<file path="config.mk">
export PLATFORM = sky130hd
export DESIGN_NAME = riscv_lsu
export DESIGN_NICKNAME = d
export VERILOG_FILES = /design/src/rtl/riscv_pkg.sv /design/src/rtl/riscv_lsu_extend.sv /design/src/rtl/riscv_lsu.sv
export SDC_FILE = /design/constraint.sdc
export NUM_CORES = 1
export LEC_CHECK = 0
export ABC_AREA = 1
export CORE_AREA = 2 2 103 105
export CTS_BUF_LIST = sky130_fd_sc_hd__clkbuf_4 sky130_fd_sc_hd__clkbuf_8
export DETAILED_ROUTE_END_ITERATION = 6
export DIE_AREA = 0 0 105 107
export PLACE_DENSITY_LB_ADDON = 0.1
export SYNTH_ARGS = -nofsm -noshare
export SYNTH_HDL_FRONTEND = slang
export SYNTH_SLANG_ARGS = --single-unit
</file>
<file path="constraint.sdc">
create_clock -name clk_i -period 2 [get_ports clk_i]
set_input_delay 0.4 -clock clk_i [delete_from_list [all_inputs] [get_ports clk_i]]
set_output_delay 0.4 -clock clk_i [all_outputs]
set_load 0.01 [all_outputs]
</file>
<file path="src/rtl/riscv_pkg.sv">
// Shared constants for the RV32I load/store unit: access sizes, funct3 encodings, LSU state encoding.
package riscv_pkg;

  localparam logic [1:0] SIZE_BYTE = 2'd0;
  localparam logic [1:0] SIZE_HALF = 2'd1;
  localparam logic [1:0] SIZE_WORD = 2'd2;

  localparam logic [2:0] F3_LB  = 3'd0;
  localparam logic [2:0] F3_LH  = 3'd1;
  localparam logic [2:0] F3_LW  = 3'd2;
  localparam logic [2:0] F3_LBU = 3'd4;
  localparam logic [2:0] F3_LHU = 3'd5;
  localparam logic [2:0] F3_SB  = 3'd0;
  localparam logic [2:0] F3_SH  = 3'd1;
  localparam logic [2:0] F3_SW  = 3'd2;

  typedef enum logic [1:0] {
    LSU_IDLE   = 2'd0,
    LSU_ACCESS = 2'd1,
    LSU_WAIT   = 2'd2,
    LSU_RESP   = 2'd3
  } lsu_state_e;

endpackage

</file>
<file path="src/rtl/riscv_lsu_extend.sv">
// Load-data extension: the memory already lane-extracts and zero-extends, so only the
// signed forms need work here.
module riscv_lsu_extend
  import riscv_pkg::*;
(
  input  logic [2:0]  funct3_i,
  input  logic [31:0] data_i,
  output logic [31:0] data_o
);

  always_comb begin
    data_o = data_i;
    case (funct3_i)
      F3_LB:   data_o = {{24{data_i[7]}}, data_i[7:0]};
      F3_LH:   data_o = {{16{data_i[15]}}, data_i[15:0]};
      F3_LBU:  data_o = {24'd0, data_i[7:0]};
      F3_LHU:  data_o = {16'd0, data_i[15:0]};
      default: data_o = data_i;
    endcase
  end

endmodule

</file>
<file path="src/rtl/riscv_lsu.sv">
// Single-outstanding RV32I load/store unit driving the riscv_memory data port.
// Build option: RISCV_LSU_MISALIGN_TRAP_EN turns misaligned half/word accesses into faults.
module riscv_lsu
  import riscv_pkg::*;
#(
  parameter int ADDR_W = 32,
  parameter int TAG_W  = 5
) (
  input  logic              clk_i,
  input  logic              reset_i,
  input  logic              req_valid_i,
  output logic              req_ready_o,
  input  logic              req_we_i,
  input  logic [2:0]        req_funct3_i,
  input  logic [ADDR_W-1:0] req_addr_i,
  input  logic [31:0]       req_wdata_i,
  input  logic [TAG_W-1:0]  req_tag_i,
  output logic              rsp_valid_o,
  input  logic              rsp_ready_i,
  output logic [31:0]       rsp_rdata_o,
  output logic [TAG_W-1:0]  rsp_tag_o,
  output logic              rsp_err_o,
  output logic [ADDR_W-1:0] daddr_o,
  output logic [31:0]       dwdata_o,
  output logic [1:0]        dsize_o,
  output logic              drd_o,
  output logic              dwr_o,
  input  logic [31:0]       drdata_i
);

  lsu_state_e        state_q, state_d;
  logic [ADDR_W-1:0] addr_q, addr_d;
  logic [31:0]       wdata_q, wdata_d;
  logic [2:0]        f3_q, f3_d;
  logic              we_q, we_d;
  logic [TAG_W-1:0]  tag_q, tag_d;
  logic [31:0]       rdata_q, rdata_d;
  logic              err_q, err_d;

  logic              illegal;
  logic              req_fault;
  logic [ADDR_W-1:0] addr_lat;
  logic [31:0]       ext_data;

  riscv_lsu_extend u_extend (
    .funct3_i (f3_q),
    .data_i   (drdata_i),
    .data_o   (ext_data)
  );

  assign illegal = req_we_i ? (req_funct3_i >= 3'd3)
                            : ((req_funct3_i == 3'd3) || (req_funct3_i[2:1] == 2'b11));

`ifdef RISCV_LSU_MISALIGN_TRAP_EN
  logic misalign;
  always_comb begin
    misalign = 1'b0;
    case (req_funct3_i[1:0])
      SIZE_HALF: misalign = req_addr_i[0];
      SIZE_WORD: misalign = |req_addr_i[1:0];
      default:   misalign = 1'b0;
    endcase
  end
  assign req_fault = illegal | misalign;
  assign addr_lat  = req_addr_i;
`else
  // Misaligned requests are silently rounded down to the natural boundary.
  always_comb begin
    addr_lat = req_addr_i;
    case (req_funct3_i[1:0])
      SIZE_HALF: addr_lat = {req_addr_i[ADDR_W-1:1], 1'b0};
      SIZE_WORD: addr_lat = {req_addr_i[ADDR_W-1:2], 2'b00};
      default:   addr_lat = req_addr_i;
    endcase
  end
  assign req_fault = illegal;
`endif

  always_ff @(posedge clk_i or negedge reset_i) begin
    if (!reset_i) begin
      state_q <= LSU_IDLE;
      addr_q  <= '0;
      wdata_q <= '0;
      f3_q    <= '0;
      we_q    <= 1'b0;
      tag_q   <= '0;
      rdata_q <= '0;
      err_q   <= 1'b0;
    end else begin
      state_q <= state_d;
      addr_q  <= addr_d;
      wdata_q <= wdata_d;
      f3_q    <= f3_d;
      we_q    <= we_d;
      tag_q   <= tag_d;
      rdata_q <= rdata_d;
      err_q   <= err_d;
    end
  end

  always_comb begin
    state_d = state_q;
    addr_d  = addr_q;
    wdata_d = wdata_q;
    f3_d    = f3_q;
    we_d    = we_q;
    tag_d   = tag_q;
    rdata_d = rdata_q;
    err_d   = err_q;
    case (state_q)
      LSU_IDLE: begin
        if (req_valid_i) begin
          addr_d  = addr_lat;
          wdata_d = req_wdata_i;
          f3_d    = req_funct3_i;
          we_d    = req_we_i;
          tag_d   = req_tag_i;
          err_d   = req_fault;
          rdata_d = '0;
          state_d = req_fault ? LSU_RESP : LSU_ACCESS;
        end
      end
      LSU_ACCESS: state_d = we_q ? LSU_RESP : LSU_WAIT;
      // Read data is only valid during this one cycle; the lane changes afterwards.
      LSU_WAIT: begin
        rdata_d = ext_data;
        state_d = LSU_RESP;
      end
      LSU_RESP: if (rsp_ready_i) state_d = LSU_IDLE;
      default:  state_d = LSU_IDLE;
    endcase
  end

  always_comb begin
    req_ready_o = (state_q == LSU_IDLE);
    drd_o       = (state_q == LSU_ACCESS) && !we_q;
    dwr_o       = (state_q == LSU_ACCESS) && we_q;
    rsp_valid_o = (state_q == LSU_RESP);
  end

  assign daddr_o     = addr_q;
  assign dwdata_o    = wdata_q;
  assign dsize_o     = f3_q[1:0];
  assign rsp_rdata_o = rdata_q;
  assign rsp_tag_o   = tag_q;
  assign rsp_err_o   = err_q;

endmodule
</file>
# ---- Word-level counts from Yosys, hierarchy flattened
# Cells that the tools add are included.
dict set report word_totals {
  input_bits 109
  reg_bits 108
  elab_cells 41
  out_inout_bits 108
}
dict set report classes {
  reduce_logical 10
  n_eq_ne 12
  magnitude_cmp 1
  muxes 10
}
# cell count
set ops {}
lappend ops {{$pmux W32 S4} 1}
lappend ops {{$pmux W32 S2} 1}
lappend ops {{$mux W32} 1}
lappend ops {{$eq A2 B2 Y1 const B} 4}
lappend ops {{$pmux W2 S4} 1}
lappend ops {{$eq A3 B3 Y1 const B} 2}
lappend ops {{$mux W2} 3}
lappend ops {{$reduce_and A2 Y1} 3}
lappend ops {{$eq A2 B1 Y1 const B} 2}
lappend ops {{$pmux W2 S2} 1}
lappend ops {{$eq A3 B1 Y1 const B} 1}
lappend ops {{$eq A3 B2 Y1 const B} 1}
lappend ops {{$ge A3 B2 Y1 const B} 1}
lappend ops {{$logic_not A3 Y1} 1}
lappend ops {{$logic_and A1 B1 Y1} 2}
lappend ops {{$logic_not A2 Y1} 1}
lappend ops {{$mux W1} 2}
lappend ops {{$ne A2 B1 Y1 const B} 1}
lappend ops {{$ne A2 B2 Y1 const B} 1}
lappend ops {{$reduce_bool A2 Y1} 1}
lappend ops {{$logic_not A1 Y1} 1}
lappend ops {{$logic_or A1 B1 Y1} 1}

# ---- Longest topological paths before layout
# Gate-level depths: netlist (run 1).
dict set report depth {
  ltp_word 6
  mapped_depth 8
  ltp_nobuf 7
}

# ---- By module
# A second synthesis (run 1) with hierarchy kept.
dict set report hier_totals {
  hier_cells 562
  hier_area_um2 4890.9
}
# mod instances seq_area_each_um2 area_each_um2 cells_each
set by_module_without_submodules {}
lappend by_module_without_submodules {riscv_lsu 1 2702.6 4501.8 492}
lappend by_module_without_submodules {riscv_lsu_extend 1 0.0 389.1 70}

# ---- Least setup slack after synthesis (run 1)
# OpenSTA, ideal clock, no wires.
dict set report synth_timing {
  path_type {reg2reg}
  from {register state_q[1]}
  to {register rdata_q[13] (netlist: rsp_rdata_o[13])}
  required_ps 1884
  n_path_buf 1
  slack_ps 530
  arrival_time_ps 1354
  setup_ps 116
  synth_period_minus_slack_ps 1470
  path_stages_with_launch 9
  cell_sequence {dfrtp_1 -> inv_1 -> ha_1 -> nand2_2 -> nand2_2 -> inv_2 -> buf_4 -> nand2_1 -> nand2_1}
}
dict set report synth_between {
  elab_chain_cells 3
  word_cells_on_any_way 6
  cone_classes {eq/ne: 2; mux: 1; reduce/logical: 3}
}
# item line
set synth_lines {}
lappend synth_lines {{start, declared} riscv_lsu.sv:31} ;# lsu_state_e state_q, state_d;
lappend synth_lines {{start signal, assigned} riscv_lsu.sv:90} ;# state_q <= state_d;
lappend synth_lines {{$logic_not A2 Y1 (*)} -}
lappend synth_lines {{net req_ready_o} riscv_lsu.sv:12} ;# output logic req_ready_o,
lappend synth_lines {{$ne A2 B2 Y1 (no line) / $reduce_bool A2 Y1 (equally long branches)} -}
lappend synth_lines {{$reduce_and A2 Y1 (no line)} -}
lappend synth_lines {{end signal, assigned} riscv_lsu.sv:96} ;# rdata_q <= rdata_d;
lappend synth_lines {{end, declared} riscv_lsu.sv:37} ;# logic [31:0] rdata_q, rdata_d;
# The timed path passes the listed nets; every way through them passes the cells marked *.
# A chain may end at the register's enable or synchronous reset.

# ---- Worst setup path in the final report (run 1)
dict set report layout_timing {
  from {register state_q[0]}
  to {output port req_ready_o}
}
dict set report layout_between {
  elab_chain_cells 1
}
# item line
set layout_lines {}
lappend layout_lines {{$logic_not A2 Y1} riscv_lsu.sv:135} ;# req_ready_o = (state_q == LSU_IDLE);
lappend layout_lines {{end, declared} riscv_lsu.sv:12}
# Every way passes these cells.

==> out/metrics.yaml, run 1 <==
grt_use_total_pct: 22.8
cts_sinks: 108
drive_above_1_share_pct: 5.61
clk_latency_ns: 0.37
ys_seq_area_share_pct: 59.1
cts_buffer_depth: 2
powerDensity_mw_per_mm2: 1450
slew-limit-headroom_pct: 65.4
skew_ns: 0.00755
dieArea_mm2: 0.0112
power_frac_seq_pct: 35.7
remaining_drc_errors: 0
finalCritPeriodShare_pct: 93.8
path_clk_slew_ns: 0.10
cp_data_required_time_ns: 1.60
ios: 217
fill_cells: 830
path_cells: "inv_1 > ha_2 > dlygate4sd2_1"
antenna_found_initial: 0
num_antenna_cells: 0
end_kind: "output port"
slew_viol_final: 0
synth-simple-area-share_pct: 32.4
status: "finished, violations left"
fin_crit_ns: 1.88
grt_pass1_vias: 4295
cts_root_buffer: "clkbuf_8"
peakVddDrop_uv: 701
mostFrequentLayoutCells: "327 x nand2_1, 211 x clkdlybuf4s50_1, 108 x dfrtp_1"
post_cts_buffers: 0
finalSetupViolations: 0
port_buffers: 216
synth_compound_gate_area_share_pct: 1.89
firstDrtPassIters: 4
stdcell_count: 902
hold_violations: 6
r2r_setup_slack_ns: 0.50
rsz0062_at_grt: "false"
place_congestion: 0.771
post-route-util_pct: 70.2
yosys_warnings: 0
die_y_um: 107
cap_violations: 0
grt_max_degree: 56
crit_slowest_cell: "dfrtp_1"
cts_tree: "done"
drt_wl_total_mm: 12.5
grt_overflow: 0
avgViaCountPerCell: 4.67
r2r_end: "rsp_rdata_o[26]$_DFFE_PN0P_"
ys_seq_elements: 108
placed_cells: 886
synth_cell_types: 18
fp.dieW_um: 105
crit_path_max_incr_delay_ns: 0.44
rr_worst_depth: 8
wl_per_cell_um: 13.8
switchingPower_uw: 3900
dp_hpwl_mm: 9.26
p_int_uw: 6350
synth_area_mm2: 0.00458
reg2reg_from: "state_q[0]$_DFFE_PN0P_"
synth_area_per_cell_um2: 8.33
initial_core_util_pct: 45.3
critPathLaunchType: "flip-flop"
path_class: "flip-flop to output port"
coreArea_mm2: 0.0101
cts_buffers: 9
rows: 37
htreeDepth: 3
yosys.area_share.adder_pct: 1.91
p_leak_uw: 0.00359
p_sw_share_pct: 38.0
layout_commonest_cell: "nand2_1"
hold_slack_ns: -0.00700
combinationalPowerShare_pct: 50.9
ant_nets: 0
nets: 877
cp.arrival_ns: 1.48
synthMuxAreaShare_pct: 0
violations: "hold timing"
cp_max_fo: 5
setup_tns_ns: 0
num_vias: 4208
worst_slew_pin_slew_ns: 0.519
fmax_mhz: 533
drt_iter0_drc: 187
syn-num-nets: 665
layout-area-overhead-vs-synth_pct: 54.8
netlist_instances: 549
clockPowerShare_pct: 13.4
grt_pass1_wl_mm: 20.2
synth_top_family_by_area: "simple AND/OR/NAND/NOR gates"
synth-xor-area-share_pct: 0
hold_path.class: "input pin to asynchronous set/reset pin"
how the worst max path moves through the flow:
stage / startpoint / endpoint / cells after the start / slack, ns
6_report: state_q[0]$_DFFE_PN0P_ / req_ready_o / 3 / 0.12
2_1_floorplan: state_q[1]$_DFFE_PN0P_ / rsp_rdata_o[13]$_DFFE_PN0P_ / 8 / 0.53
3_5_place_dp: state_q[0]$_DFFE_PN0P_ / req_ready_o / 3 / 0.21
3_3_place_gp: state_q[1]$_DFFE_PN0P_ / drd_o / 5 / 0.25
5_1_grt: state_q[1]$_DFFE_PN0P_ / drd_o / 5 / 0.009
4_1_cts: state_q[0]$_DFFE_PN0P_ / rsp_valid_o / 2 / 0.03
routing by layer:
| layer | up-vias | wire [um] | global-route usage, % | part of all wire (%) |
|---|---|---|---|---|
| met5 | - | 0 | 0 | 0 |
| met4 | 0 | 312 | 9.43 | 2.5 |
| met3 | 29 | 1060 | 7.84 | 8.5 |
| met2 | 156 | 6210 | 39.7 | 50 |
| met1 | 1951 | 4880 | 25.4 | 39 |
| li1 | 2072 | - | - | - |
repair_timing:
item                                    CTS  global route
hold buffers                              0             0
gates resized for setup                   4             2
endpoints found under the setup margin    3             3
Yosys cell counts:
library cell / instances / share of area [%]
dfrtp_1: 108 / 59
buf_4: 7 / 1.1
nand3_4: 3 / 1.1
o21bai_1: 1 / 0.16
clkbuf_1: 5 / 0.41
buf_6: 2 / 0.49
nand2_2: 5 / 0.68
buf_2: 11 / 1.2
nand3_1: 2 / 0.22
inv_2: 3 / 0.25
o21ai_2: 1 / 0.19
nor2_1: 40 / 3.3
o21ai_0: 14 / 1.5
ha_1: 7 / 1.9
buf_8: 1 / 0.33
nor2_4: 1 / 0.25
inv_1: 11 / 0.90
nand2_1: 327 / 27
critical path: cells and delay by family (launching register included):
| family | cells | cell delay, ns |
|---|---|---|
| adders and majority gates | 1 | 0.24 |
| DFF | 1 | 0.44 |
| buffers and inverters | 2 | 0.43 |
cells by family after synthesis:
logic type | Yosys count
AND/OR/NAND/NOR | 378
buffers and inverters | 40
flip-flops | 108
AO/OA/AOI/OAI | 16
adder cells (fa/ha/maj) | 7
state kept, by name, indices dropped and copies added, names as in the netlist:
signal,flops
rsp_rdata_o,32
rsp_tag_o,5
rsp_err_o,1
we_q,1
f3_q,3
dwdata_o,32
state_q,2
daddr_o,32
metrics by stage:
stage / cell area, um2 / setup WS, ns / power, uW
6_report: 7080 / 0.124 / 10200
5_1_grt: 7080 / 0.00855 / 11000
4_1_cts: 7080 / 0.0262 / 10400
3_5_place_dp: 6870 / 0.208 / 8980
3_3_place_gp: 6870 / 0.246 / 8810
2_1_floorplan: 4580 / 0.530 / 6260
power groups by stage:
stage                     logic (uW)  registers, uW  clock network [uW]
after floorplan                 2170           4090                   0
after global placement          5160           3650                   0
after detailed placement        5290           3690                   0
after CTS                       5300           3660                1410
after global routing            5740           3770                1510
final                           5220           3660                1370
layout make-up:
| class | instances | area (um2) | area share [%] |
|---|---|---|---|
| multi-input cells | 401 | 1660 | 23.4 |
| inverters | 14 | 52.6 | 0.742 |
| clock inverters | 6 | 71.3 | 1.01 |
| repair buffers | 227 | 2290 | 32.3 |
| flip-flops and latches | 108 | 2700 | 38.1 |
| well taps | 136 | 170 | 2.40 |
| clock buffers | 10 | 138 | 1.94 |
(Power assumes the default switching activity.)
==> run 2: changes to the inputs <==
- ABC_CLOCK_PERIOD_IN_PS: not set -> 2000
- TNS_END_PERCENT: not set -> 20
==> results of run 2 <==
Final layout, timing and power as in run 1 (identical DEF).
